## config.mk

```make
export PLATFORM = sky130hd
export DESIGN_NAME = fifo_port_array
export DESIGN_NICKNAME = d
export VERILOG_FILES = /design/src/rtl/noc_fifo_pkg.sv /design/src/rtl/fifo_lane.sv /design/src/rtl/fifo_port_array.sv
export SDC_FILE = /design/constraint.sdc
export NUM_CORES = 1
export LEC_CHECK = 0
export CAP_MARGIN = 15
export CORE_MARGIN = 3
export CORE_UTILIZATION = 40
export CTS_CLUSTER_DIAMETER = 80
export DETAILED_ROUTE_END_ITERATION = 6
export GPL_TIMING_DRIVEN = 0
export PLACE_DENSITY_LB_ADDON = 0.05
export SYNTH_ARGS = -nofsm -noshare
export SYNTH_HDL_FRONTEND = slang
export SYNTH_SLANG_ARGS = --single-unit
```

## constraint.sdc

```tcl
create_clock -name fifo_clk -period 6.45 [get_ports fifo_clk]
set_input_delay 1.935 -clock fifo_clk [delete_from_list [all_inputs] [get_ports fifo_clk]]
set_output_delay 1.935 -clock fifo_clk [all_outputs]
set_load 0.02 [all_outputs]
```

## src/rtl/noc_fifo_pkg.sv

```systemverilog
// Shared definitions for the router input FIFO bank: default sizes, lane indices
// and the occupancy-count width helper.
package noc_fifo_pkg;

   localparam int unsigned DEF_DEPTH    = 8;
   localparam int unsigned DEF_DATASIZE = 40;

   localparam int unsigned PORT_E = 0;
   localparam int unsigned PORT_S = 1;
   localparam int unsigned PORT_W = 2;
   localparam int unsigned PORT_L = 3;

   // One extra bit so a completely full lane (count == depth) is representable.
   function automatic int unsigned cnt_width(input int unsigned depth);
      return $clog2(depth) + 1;
   endfunction

endpackage

```

## src/rtl/fifo_lane.sv

```systemverilog
// One first-word-fall-through FIFO lane with synchronous flush, almost-full flag
// and a sticky overflow error.
module fifo_lane
   import noc_fifo_pkg::*;
#(
   parameter int unsigned  DEPTH     = DEF_DEPTH,
   parameter int unsigned  DATASIZE  = DEF_DATASIZE,
   parameter int unsigned  AF_THRESH = 6,
   localparam int unsigned PTR_W     = $clog2(DEPTH),
   localparam int unsigned CNT_W     = cnt_width(DEPTH)
) (
   input  logic                i_clk,
   input  logic                i_rst,
   input  logic [DATASIZE-1:0] i_data,
   input  logic                i_valid,
   input  logic                i_ready,
   input  logic                i_flush,
   output logic [DATASIZE-1:0] o_data,
   output logic                o_valid,
   output logic                o_full,
   output logic                o_almost_full,
   output logic [CNT_W-1:0]    o_count,
   output logic                o_ovf
);

   logic [DATASIZE-1:0] r_mem [DEPTH];
   logic [PTR_W-1:0]    r_wr_ptr;
   logic [PTR_W-1:0]    r_rd_ptr;
   logic [CNT_W-1:0]    r_count;
   logic                r_ovf;

   logic w_empty;
   logic w_full;
   logic w_pop;
   logic w_push;
   logic w_drop;

   // A full lane still accepts a write when its head leaves in the same cycle;
   // flush swallows any write without flagging it as overflow.
   always_comb begin
      w_empty = (r_count == '0);
      w_full  = (r_count == CNT_W'(DEPTH));
      w_pop   = i_ready & ~w_empty;
      w_push  = i_valid & (~w_full | w_pop) & ~i_flush;
      w_drop  = i_valid & w_full & ~w_pop & ~i_flush;
   end

   always_ff @(posedge i_clk or posedge i_rst) begin
      if (i_rst) begin
         r_wr_ptr <= '0;
         r_rd_ptr <= '0;
         r_count  <= '0;
      end else if (i_flush) begin
         r_wr_ptr <= '0;
         r_rd_ptr <= '0;
         r_count  <= '0;
      end else begin
         if (w_push) r_wr_ptr <= r_wr_ptr + PTR_W'(1);
         if (w_pop)  r_rd_ptr <= r_rd_ptr + PTR_W'(1);
         if (w_push && !w_pop) begin
            r_count <= r_count + CNT_W'(1);
         end else if (!w_push && w_pop) begin
            r_count <= r_count - CNT_W'(1);
         end
      end
   end

   always_ff @(posedge i_clk or posedge i_rst) begin
      if (i_rst) begin
         r_ovf <= 1'b0;
      end else if (w_drop) begin
         r_ovf <= 1'b1;
      end
   end

   always_ff @(posedge i_clk) begin
      if (w_push) r_mem[r_wr_ptr] <= i_data;
   end

   assign o_data        = w_empty ? '0 : r_mem[r_rd_ptr];
   assign o_valid       = ~w_empty;
   assign o_full        = w_full;
   assign o_almost_full = (r_count >= CNT_W'(AF_THRESH));
   assign o_count       = r_count;
   assign o_ovf         = r_ovf;

endmodule

```

## src/rtl/fifo_port_array.sv

```systemverilog
// Bank of NUM_PORTS independent FWFT lanes on packed buses; per-lane occupancy
// is exported as pressure for the adaptive-routing arbiter.
module fifo_port_array
   import noc_fifo_pkg::*;
#(
   parameter int unsigned  NUM_PORTS = 4,
   parameter int unsigned  DEPTH     = DEF_DEPTH,
   parameter int unsigned  DATASIZE  = DEF_DATASIZE,
   parameter int unsigned  AF_THRESH = 6,
   localparam int unsigned PTR_W     = $clog2(DEPTH),
   localparam int unsigned CNT_W     = cnt_width(DEPTH)
) (
   input  logic                            fifo_clk,
   input  logic                            rst,
   input  logic [NUM_PORTS*DATASIZE-1:0]   data_in,
   input  logic [NUM_PORTS-1:0]            valid_in,
   input  logic [NUM_PORTS-1:0]            ready_in,
   input  logic [NUM_PORTS-1:0]            flush,
   output logic [NUM_PORTS*DATASIZE-1:0]   data_out,
   output logic [NUM_PORTS-1:0]            valid_out,
   output logic [NUM_PORTS-1:0]            full_out,
   output logic [NUM_PORTS-1:0]            almost_full_out,
   output logic [NUM_PORTS*(PTR_W+1)-1:0]  pressure_out,
   output logic [NUM_PORTS-1:0]            ovf_err
);

   for (genvar p = 0; p < NUM_PORTS; p++) begin : g_lane
      fifo_lane #(
         .DEPTH     (DEPTH),
         .DATASIZE  (DATASIZE),
         .AF_THRESH (AF_THRESH)
      ) u_lane (
         .i_clk         (fifo_clk),
         .i_rst         (rst),
         .i_data        (data_in[p*DATASIZE +: DATASIZE]),
         .i_valid       (valid_in[p]),
         .i_ready       (ready_in[p]),
         .i_flush       (flush[p]),
         .o_data        (data_out[p*DATASIZE +: DATASIZE]),
         .o_valid       (valid_out[p]),
         .o_full        (full_out[p]),
         .o_almost_full (almost_full_out[p]),
         .o_count       (pressure_out[p*CNT_W +: CNT_W]),
         .o_ovf         (ovf_err[p])
      );
   end

endmodule

```

# --- After elaboration in Yosys (flattened, before gate mapping) ---
# Memories as Yosys holds them, arrays and structs flattened.
# Index checks and enable logic that the tools add are counted.
classes:
  addsub: 16
  multipliers: 0
  div_mod_pow: 0
  order_cmp: 4
  n_eq_ne: 4
  shift: 0
  mux: 40
  n_bitwise: 44
  reduce_logical: 32
op_table:
  columns: ["operator", "n"]
  rows:
  - ["two-way mux 40 bit", 4]
  - ["two-way mux 3 bit", 16]
  - ["two-way mux 4 bit", 12]
  - ["adder 3 x 1 -> 3 bit, second input constant", 8]
  - ["bitwise AND 1 bit", 24]
  - ["adder 4 x 1 -> 4 bit, second input constant", 4]
  - ["== test 4 bit, second input constant", 4]
  - ["greater-or-equal comparator 4 x 3 -> 1 bit, second input constant", 4]
  - ["zero test 4 bit", 4]
  - ["inverter 1 bit", 16]
  - ["nonzero test 2 bit", 8]
  - ["subtractor 4 x 1 -> 4 bit, second input constant", 4]
  - ["nonzero test 3 bit", 4]
  - ["logical AND 1 bit", 8]
  - ["zero test 1 bit", 8]
  - ["two-way mux 1 bit", 8]
  - ["bitwise OR 1 bit", 4]
totals:
  register_bits: 44
  latchBits: 0
  mem_bits_rw: 1280
  rom_bits: 0
  in_bits: 174
  out_inout_bits: 192
  word_cells: 160
  n_memories: 4
mem_list:
  columns: ["memory", "depth", "word_bits", "rd", "rd_ports_with_merged_regs", "wr", "line", "source"]
  rows:
  - ["g_lane[0].u_lane.r_mem", 8, 40, 1, 0, 1, "fifo_lane.sv:26", "logic [DATASIZE-1:0] r_mem [DEPTH];"]
  - ["g_lane[1].u_lane.r_mem", 8, 40, 1, 0, 1, "fifo_lane.sv:26", null]
  - ["g_lane[2].u_lane.r_mem", 8, 40, 1, 0, 1, "fifo_lane.sv:26", null]
  - ["g_lane[3].u_lane.r_mem", 8, 40, 1, 0, 1, "fifo_lane.sv:26", null]

# --- Longest topological paths before layout ---
logic_depth:
  word_depth: 11
  mapped_depth: 9
  depth_no_buf: 9

# --- Hierarchy ---
# Synthesis repeated with hierarchy kept, for this count alone.
unflattened:
  hier_cells: 2372
  hier_area_um2: 51454.3
by_module_without_submodules:
  columns: ["module", "n_inst", "cells_each", "area_each_um2", "seq_area_each_um2"]
  rows:
  - ["fifo_lane", 4, 593, 12863.6, 9884.5]

# --- Worst setup path before layout ---
# OpenSTA, ideal clock, no wires.
synth_path:
  kind: "in2reg"
  start: "input port ready_in[1]"
  end: "memory g_lane[1].u_lane.r_mem[0][0] (netlist name) (enable)"
  setup_ns: 0.551
  arrival_ns: 6.518
  required_time_ns: 5.899
  setup_slack_ns: -0.620
  cell_stages: 4
  path_buffers: 1
  path_cell_list: "buf_2 -> or2b_1 -> o21ai_2 -> nor4b_1"
synth_via:
  elab_chain_len: 6
synth_rtl:
  columns: ["item", "line", "source"]
  rows:
  - ["start, declared", "fifo_port_array.sv:17", "input logic [NUM_PORTS-1:0] ready_in,"]
  - ["bitwise AND 1 bit", "fifo_lane.sv:43", "w_pop = i_ready & ~w_empty;"]
  - ["bitwise OR 1 bit", "fifo_lane.sv:44", "w_push = i_valid & (~w_full | w_pop) & ~i_flush;"]
  - ["bitwise AND 1 bit (2 in series)", "fifo_lane.sv:44", null]
  - ["two-way mux 1 bit", "fifo_lane.sv:77", "if (w_push) r_mem[r_wr_ptr] <= i_data;"]
  - ["two-way mux 1 bit (implied by the code)", "fifo_lane.sv:77", null]
  - ["end, declared", "fifo_lane.sv:26", null]
# Every way passes these cells.

# --- Worst setup path after layout ---
layout_path:
  start: "register g_lane[3].u_lane.r_count[0]"
  end: "output port data_out[145]"
layout_via:
  elab_chain_len: 2
layout_rtl:
  columns: ["item", "line", "source"]
  rows:
  - ["start, declared", "fifo_lane.sv:29", "logic [CNT_W-1:0] r_count;"]
  - ["start signal, assigned", "fifo_lane.sv:61", "r_count <= r_count + CNT_W'(1);"]
  - ["start signal, assigned", "fifo_lane.sv:63", "r_count <= r_count - CNT_W'(1);"]
  - ["zero test 4 bit", "fifo_lane.sv:41", "w_empty = (r_count == '0);"]
  - ["two-way mux 40 bit", "fifo_lane.sv:80", "assign o_data = w_empty ? '0 : r_mem[r_rd_ptr];"]
  - ["end, declared", "fifo_port_array.sv:19", "output logic [NUM_PORTS*DATASIZE-1:0] data_out,"]
# Every way passes these cells.

==> impl_metrics.toml <==
[floorplan]
die_width_um = 365
boundaryPins = 366
floorplan.die.height_um = 365
fp.dieArea_sq_um = 133000
placeableCoreArea_sq_um = 128000
placement_rows = 131
start_util = 0.403

[critical_path]
setup.worst_path.start = "g_lane[3].u_lane.o_count[0]"
crit_slowest_cell = "sky130_fd_sc_hd__nor2_1"
timing.setup.critical_path_class = "reg -> out"
r2r_setup_slack_ps = 3230
cp_cell_sequence = "clkbuf_1 -> or3_1 -> nor2_1 -> clkbuf_1 -> nor2_1 -> clkdlybuf4s50_1"
worst_r2r_endpoint = "g_lane[2].u_lane.r_mem[3][28]"
r2r.worst_path.cells = 9
setup.worst_path.end_class = "output pin"
crit_end = "data_out[145]"
setup.worst_path.start_class = "flop"
worst-endpoint-required_ps = 4510
crit_fanout = 10
reg2reg_from = "g_lane[2].u_lane.o_count[1]"
highest_cell_delay_on_the_worst_timing_path_ps = 700
timing.critical_path.arrival_ps = 3980

[clocking]
insertion_delay_ps = 760
cts-hold-fix-buffers = 0
tritoncts_clock_tree = "done"
clock-root-buffer = "sky130_fd_sc_hd__clkbuf_16"
h-tree-depth = 4
cts_setup_buffers = 0
cts_max_path_buffers = 3
worst_setup_hold_path_clk_slew_ps = 60
cts_made_buffers = 144
tritoncts_num_sinks = 1324
post_cts.resized_instances = 0

[timing]
tightestPinTransition_ps = 1100
max_fclk_ghz = 0.169
timing.final.max_slew_violations = 0
count_of_final_hold_check_violations = 0
final-setup-viol-count = 0
fin_crit_ps = 5910
slew-limit-headroom = 0.267
timing.final.crit_share = 0.917
unrepaired_setup_endpoints_after_global_routing = "false"
fin_skew_ps = 17.8

[final_layout]
fin_nets = 3237
drive_gt1_frac = 0.239
design_area_final_sq_um = 63600
fillCellCount = 10400
post_layout_nonfiller_instances = 4835
regArea_sq_um = 39500
layout_stage_area_growth_over_the_synthesis_result_pct = 23.4
total_area_of_multi_input_combinational_cells_sq_um = 11500

[grt]
grtUsageMet2 = 0.316
global_route.peak_usage_layer = "met2"
grt_max_degree = 30
number_of_global_route_vias_before_repair = 27300
grt_antenna_before_repair = 26
grt_first_pass_wirelength_mm = 182
grt.total_usage = 0.189
met1_usage = 0.245
grt_overflow = 0
grtUsageMet3 = 0.0539

[placement]
placed_cells_incl_taps = 4559
port_buffers = 361
hpwlAfterDp_mm = 84.3
gpl.final_weighted_congestion = 0.737
detailed_place.area_sq_um = 59100

[synth]
postSynthCellCount = 2410
postSynth.topFlopCell = "sky130_fd_sc_hd__edfxtp_1"
synth_simple_gate_area_frac = 0.0265
fraction_of_the_mapped_netlist_area_in_compound_gates = 0.00992
synthDistinctLibCells = 59
synth_enable_flop_cells = 1280
synth_adder_area_share = 0.00544
share_of_cell_area_taken_by_muxes_after_synthesis = 0.172
number_of_flip_flops_and_latches_in_the_synthesized_netlist = 1324
synthesis.area_per_instance_sq_um = 21.4
mappedNetlistNets = 2604
synth.top_cells.by_area = "sky130_fd_sc_hd__edfxtp_1, sky130_fd_sc_hd__mux4_2, sky130_fd_sc_hd__mux2i_1"
warnings_from_yosys = 0
asyncSetResetFlopFracSynth = 0.0332
synth_top_cell_area_share = 0.745
synth.cell_area_sq_um = 51600
synth_seq_area_share = 0.767
synth_top_area_cell = "sky130_fd_sc_hd__edfxtp_1"
synth_top_family_by_area = "multiplexers"
yosys.area_share.xor_xnor = 0.00493

[min_path]
hold_path_class = "reg -> reg"

[route]
dr.first_iter.drc_count = 1979
detail_route.wirelength_mm = 125
drtPass1Iterations = 5
antenna_left = 0
drc = 0
viasPerCell = 5.29
vias = 25600
wire_per_inst_um = 25.9

[pwr]
power.leakage_nw = 20.1
vdd_drop_max_mv = 0.265
pwr_density_cell_nw_per_um2 = 386

[status]
outcome = "completed"

[flow_run]
count_of_maximum_capacitance_violations = 0
## state kept, by name (all words and copies together), names as in the netlist
name and count:
g_lane.u_lane.r_rd_ptr 12, g_lane.u_lane.o_count 16, g_lane.u_lane.o_ovf 4, g_lane.u_lane.r_mem 1280, g_lane.u_lane.r_wr_ptr 12
## where the power goes
| part | total [mW] | switching [mW] | internal, mW |
|---|---|---|---|
| Sequential | 9.86 | 0.157 | 9.71 |
| Combinational | 6.86 | 3.74 | 3.12 |
| Clock | 7.81 | 3.26 | 4.55 |
| Total | 24.5 | 7.16 | 17.4 |
## critical path, delay by kind of cell (launching register included)
family | cells | cell delay, ps
DFF | 1 | 410
buffers and inverters | 3 | 1460
and+or+nand+nor | 3 | 1350
## kinds of logic (layout without fill, tap and decap cells)
| group | after synthesis | count (layout) |
|---|---|---|
| compound gates | 68 | 68 |
| xor+xnor | 29 | 29 |
| fa+ha+maj | 20 | 20 |
| buf+inv | 172 | 915 |
| flops | 1324 | 1324 |
| mux | 484 | 484 |
| other cells | 0 | 20 |
| simple gates | 313 | 313 |
## through the flow
step           utilization  worst slack, ps  setup TNS (ps)  hold WS [ps]  power (mW)
3_5_place_dp         0.462             1220               0           468        17.1
2_1_floorplan            -             -286          -22850           432        14.1
6_report             0.498              537               0           480        24.5
4_1_cts              0.497              358               0           487        25.0
5_1_grt              0.497              300               0           490        25.7
3_3_place_gp         0.448            -5930        -3074180           465        16.9
## worst min-delay path by stage
| stage | depth (start not counted) | slack [ps] | endpoint | startpoint |
|---|---|---|---|---|
| after floorplan | 2 | 430 | g_lane[1].u_lane.o_ovf | g_lane[1].u_lane.o_ovf |
| after global placement | 2 | 460 | g_lane[1].u_lane.o_ovf | g_lane[1].u_lane.o_ovf |
| after detailed placement | 2 | 470 | g_lane[1].u_lane.o_ovf | g_lane[1].u_lane.o_ovf |
| after CTS | 2 | 490 | g_lane[1].u_lane.o_ovf | g_lane[1].u_lane.o_ovf |
| after global routing | 1 | 490 | g_lane[0].u_lane.o_ovf | g_lane[0].u_lane.o_ovf |
| final | 1 | 480 | g_lane[0].u_lane.o_ovf | g_lane[0].u_lane.o_ovf |
## synthesized netlist by cell type, types with 4 or more instances
| library cell | number |
|---|---|
| sky130_fd_sc_hd__a211oi_1 | 6 |
| sky130_fd_sc_hd__a21o_1 | 7 |
| sky130_fd_sc_hd__a21oi_1 | 11 |
| sky130_fd_sc_hd__a22oi_1 | 4 |
| sky130_fd_sc_hd__a31oi_1 | 4 |
| sky130_fd_sc_hd__buf_1 | 19 |
| sky130_fd_sc_hd__buf_2 | 40 |
| sky130_fd_sc_hd__buf_4 | 16 |
| sky130_fd_sc_hd__clkbuf_1 | 67 |
| sky130_fd_sc_hd__dfrtp_1 | 44 |
| sky130_fd_sc_hd__edfxtp_1 | 1280 |
| sky130_fd_sc_hd__fa_1 | 4 |
| sky130_fd_sc_hd__ha_1 | 16 |
| sky130_fd_sc_hd__inv_1 | 24 |
| sky130_fd_sc_hd__inv_2 | 4 |
| sky130_fd_sc_hd__mux2i_1 | 163 |
| sky130_fd_sc_hd__mux4_2 | 320 |
| sky130_fd_sc_hd__nand2_1 | 25 |
| sky130_fd_sc_hd__nand2b_1 | 7 |
| sky130_fd_sc_hd__nand3_1 | 15 |
| sky130_fd_sc_hd__nor2_1 | 212 |
| sky130_fd_sc_hd__nor3_1 | 16 |
| sky130_fd_sc_hd__nor4_1 | 11 |
| sky130_fd_sc_hd__o211ai_1 | 8 |
| sky130_fd_sc_hd__o21ai_1 | 5 |
| sky130_fd_sc_hd__or3_1 | 6 |
| sky130_fd_sc_hd__xnor2_1 | 12 |
| sky130_fd_sc_hd__xor2_1 | 17 |
## cell usage in the layout (no fill, tap or decap), types with 15 or more instances in the layout
cell type,Yosys,final
sky130_fd_sc_hd__buf_2,40,40
sky130_fd_sc_hd__clkinv_2,0,24
sky130_fd_sc_hd__mux4_2,320,320
sky130_fd_sc_hd__diode_2,0,20
sky130_fd_sc_hd__xor2_1,17,17
sky130_fd_sc_hd__buf_4,16,35
sky130_fd_sc_hd__buf_6,1,71
sky130_fd_sc_hd__mux2i_1,163,163
sky130_fd_sc_hd__nand2_1,25,25
sky130_fd_sc_hd__nand3_1,15,15
sky130_fd_sc_hd__buf_8,0,23
sky130_fd_sc_hd__clkdlybuf4s50_1,0,361
sky130_fd_sc_hd__dfrtp_1,44,44
sky130_fd_sc_hd__buf_1,19,19
sky130_fd_sc_hd__clkinv_1,0,26
sky130_fd_sc_hd__nor2_1,212,202
sky130_fd_sc_hd__clkbuf_1,67,99
sky130_fd_sc_hd__inv_1,24,23
sky130_fd_sc_hd__edfxtp_1,1280,1280
sky130_fd_sc_hd__ha_1,16,16
sky130_fd_sc_hd__clkbuf_16,0,146
## cell type report
type | instances | area share
flip-flops and latches | 1324 | 0.621
multi-input cells | 914 | 0.181
diodes | 20 | 0.000787
plain buffers | 143 | 0.0103
clock buffers | 181 | 0.0600
well taps | 1662 | 0.0327
clock inverters | 75 | 0.0103
inverters | 29 | 0.00175
repair buffers | 487 | 0.0816
## metal layers
metal / wire (um) / vias up
met2: 62800 / 607
met5: 102 / -
met1: 52300 / 13600
met3: 7740 / 167
met4: 2230 / 16
li1: - / 11200
(Power assumes the default switching activity.)
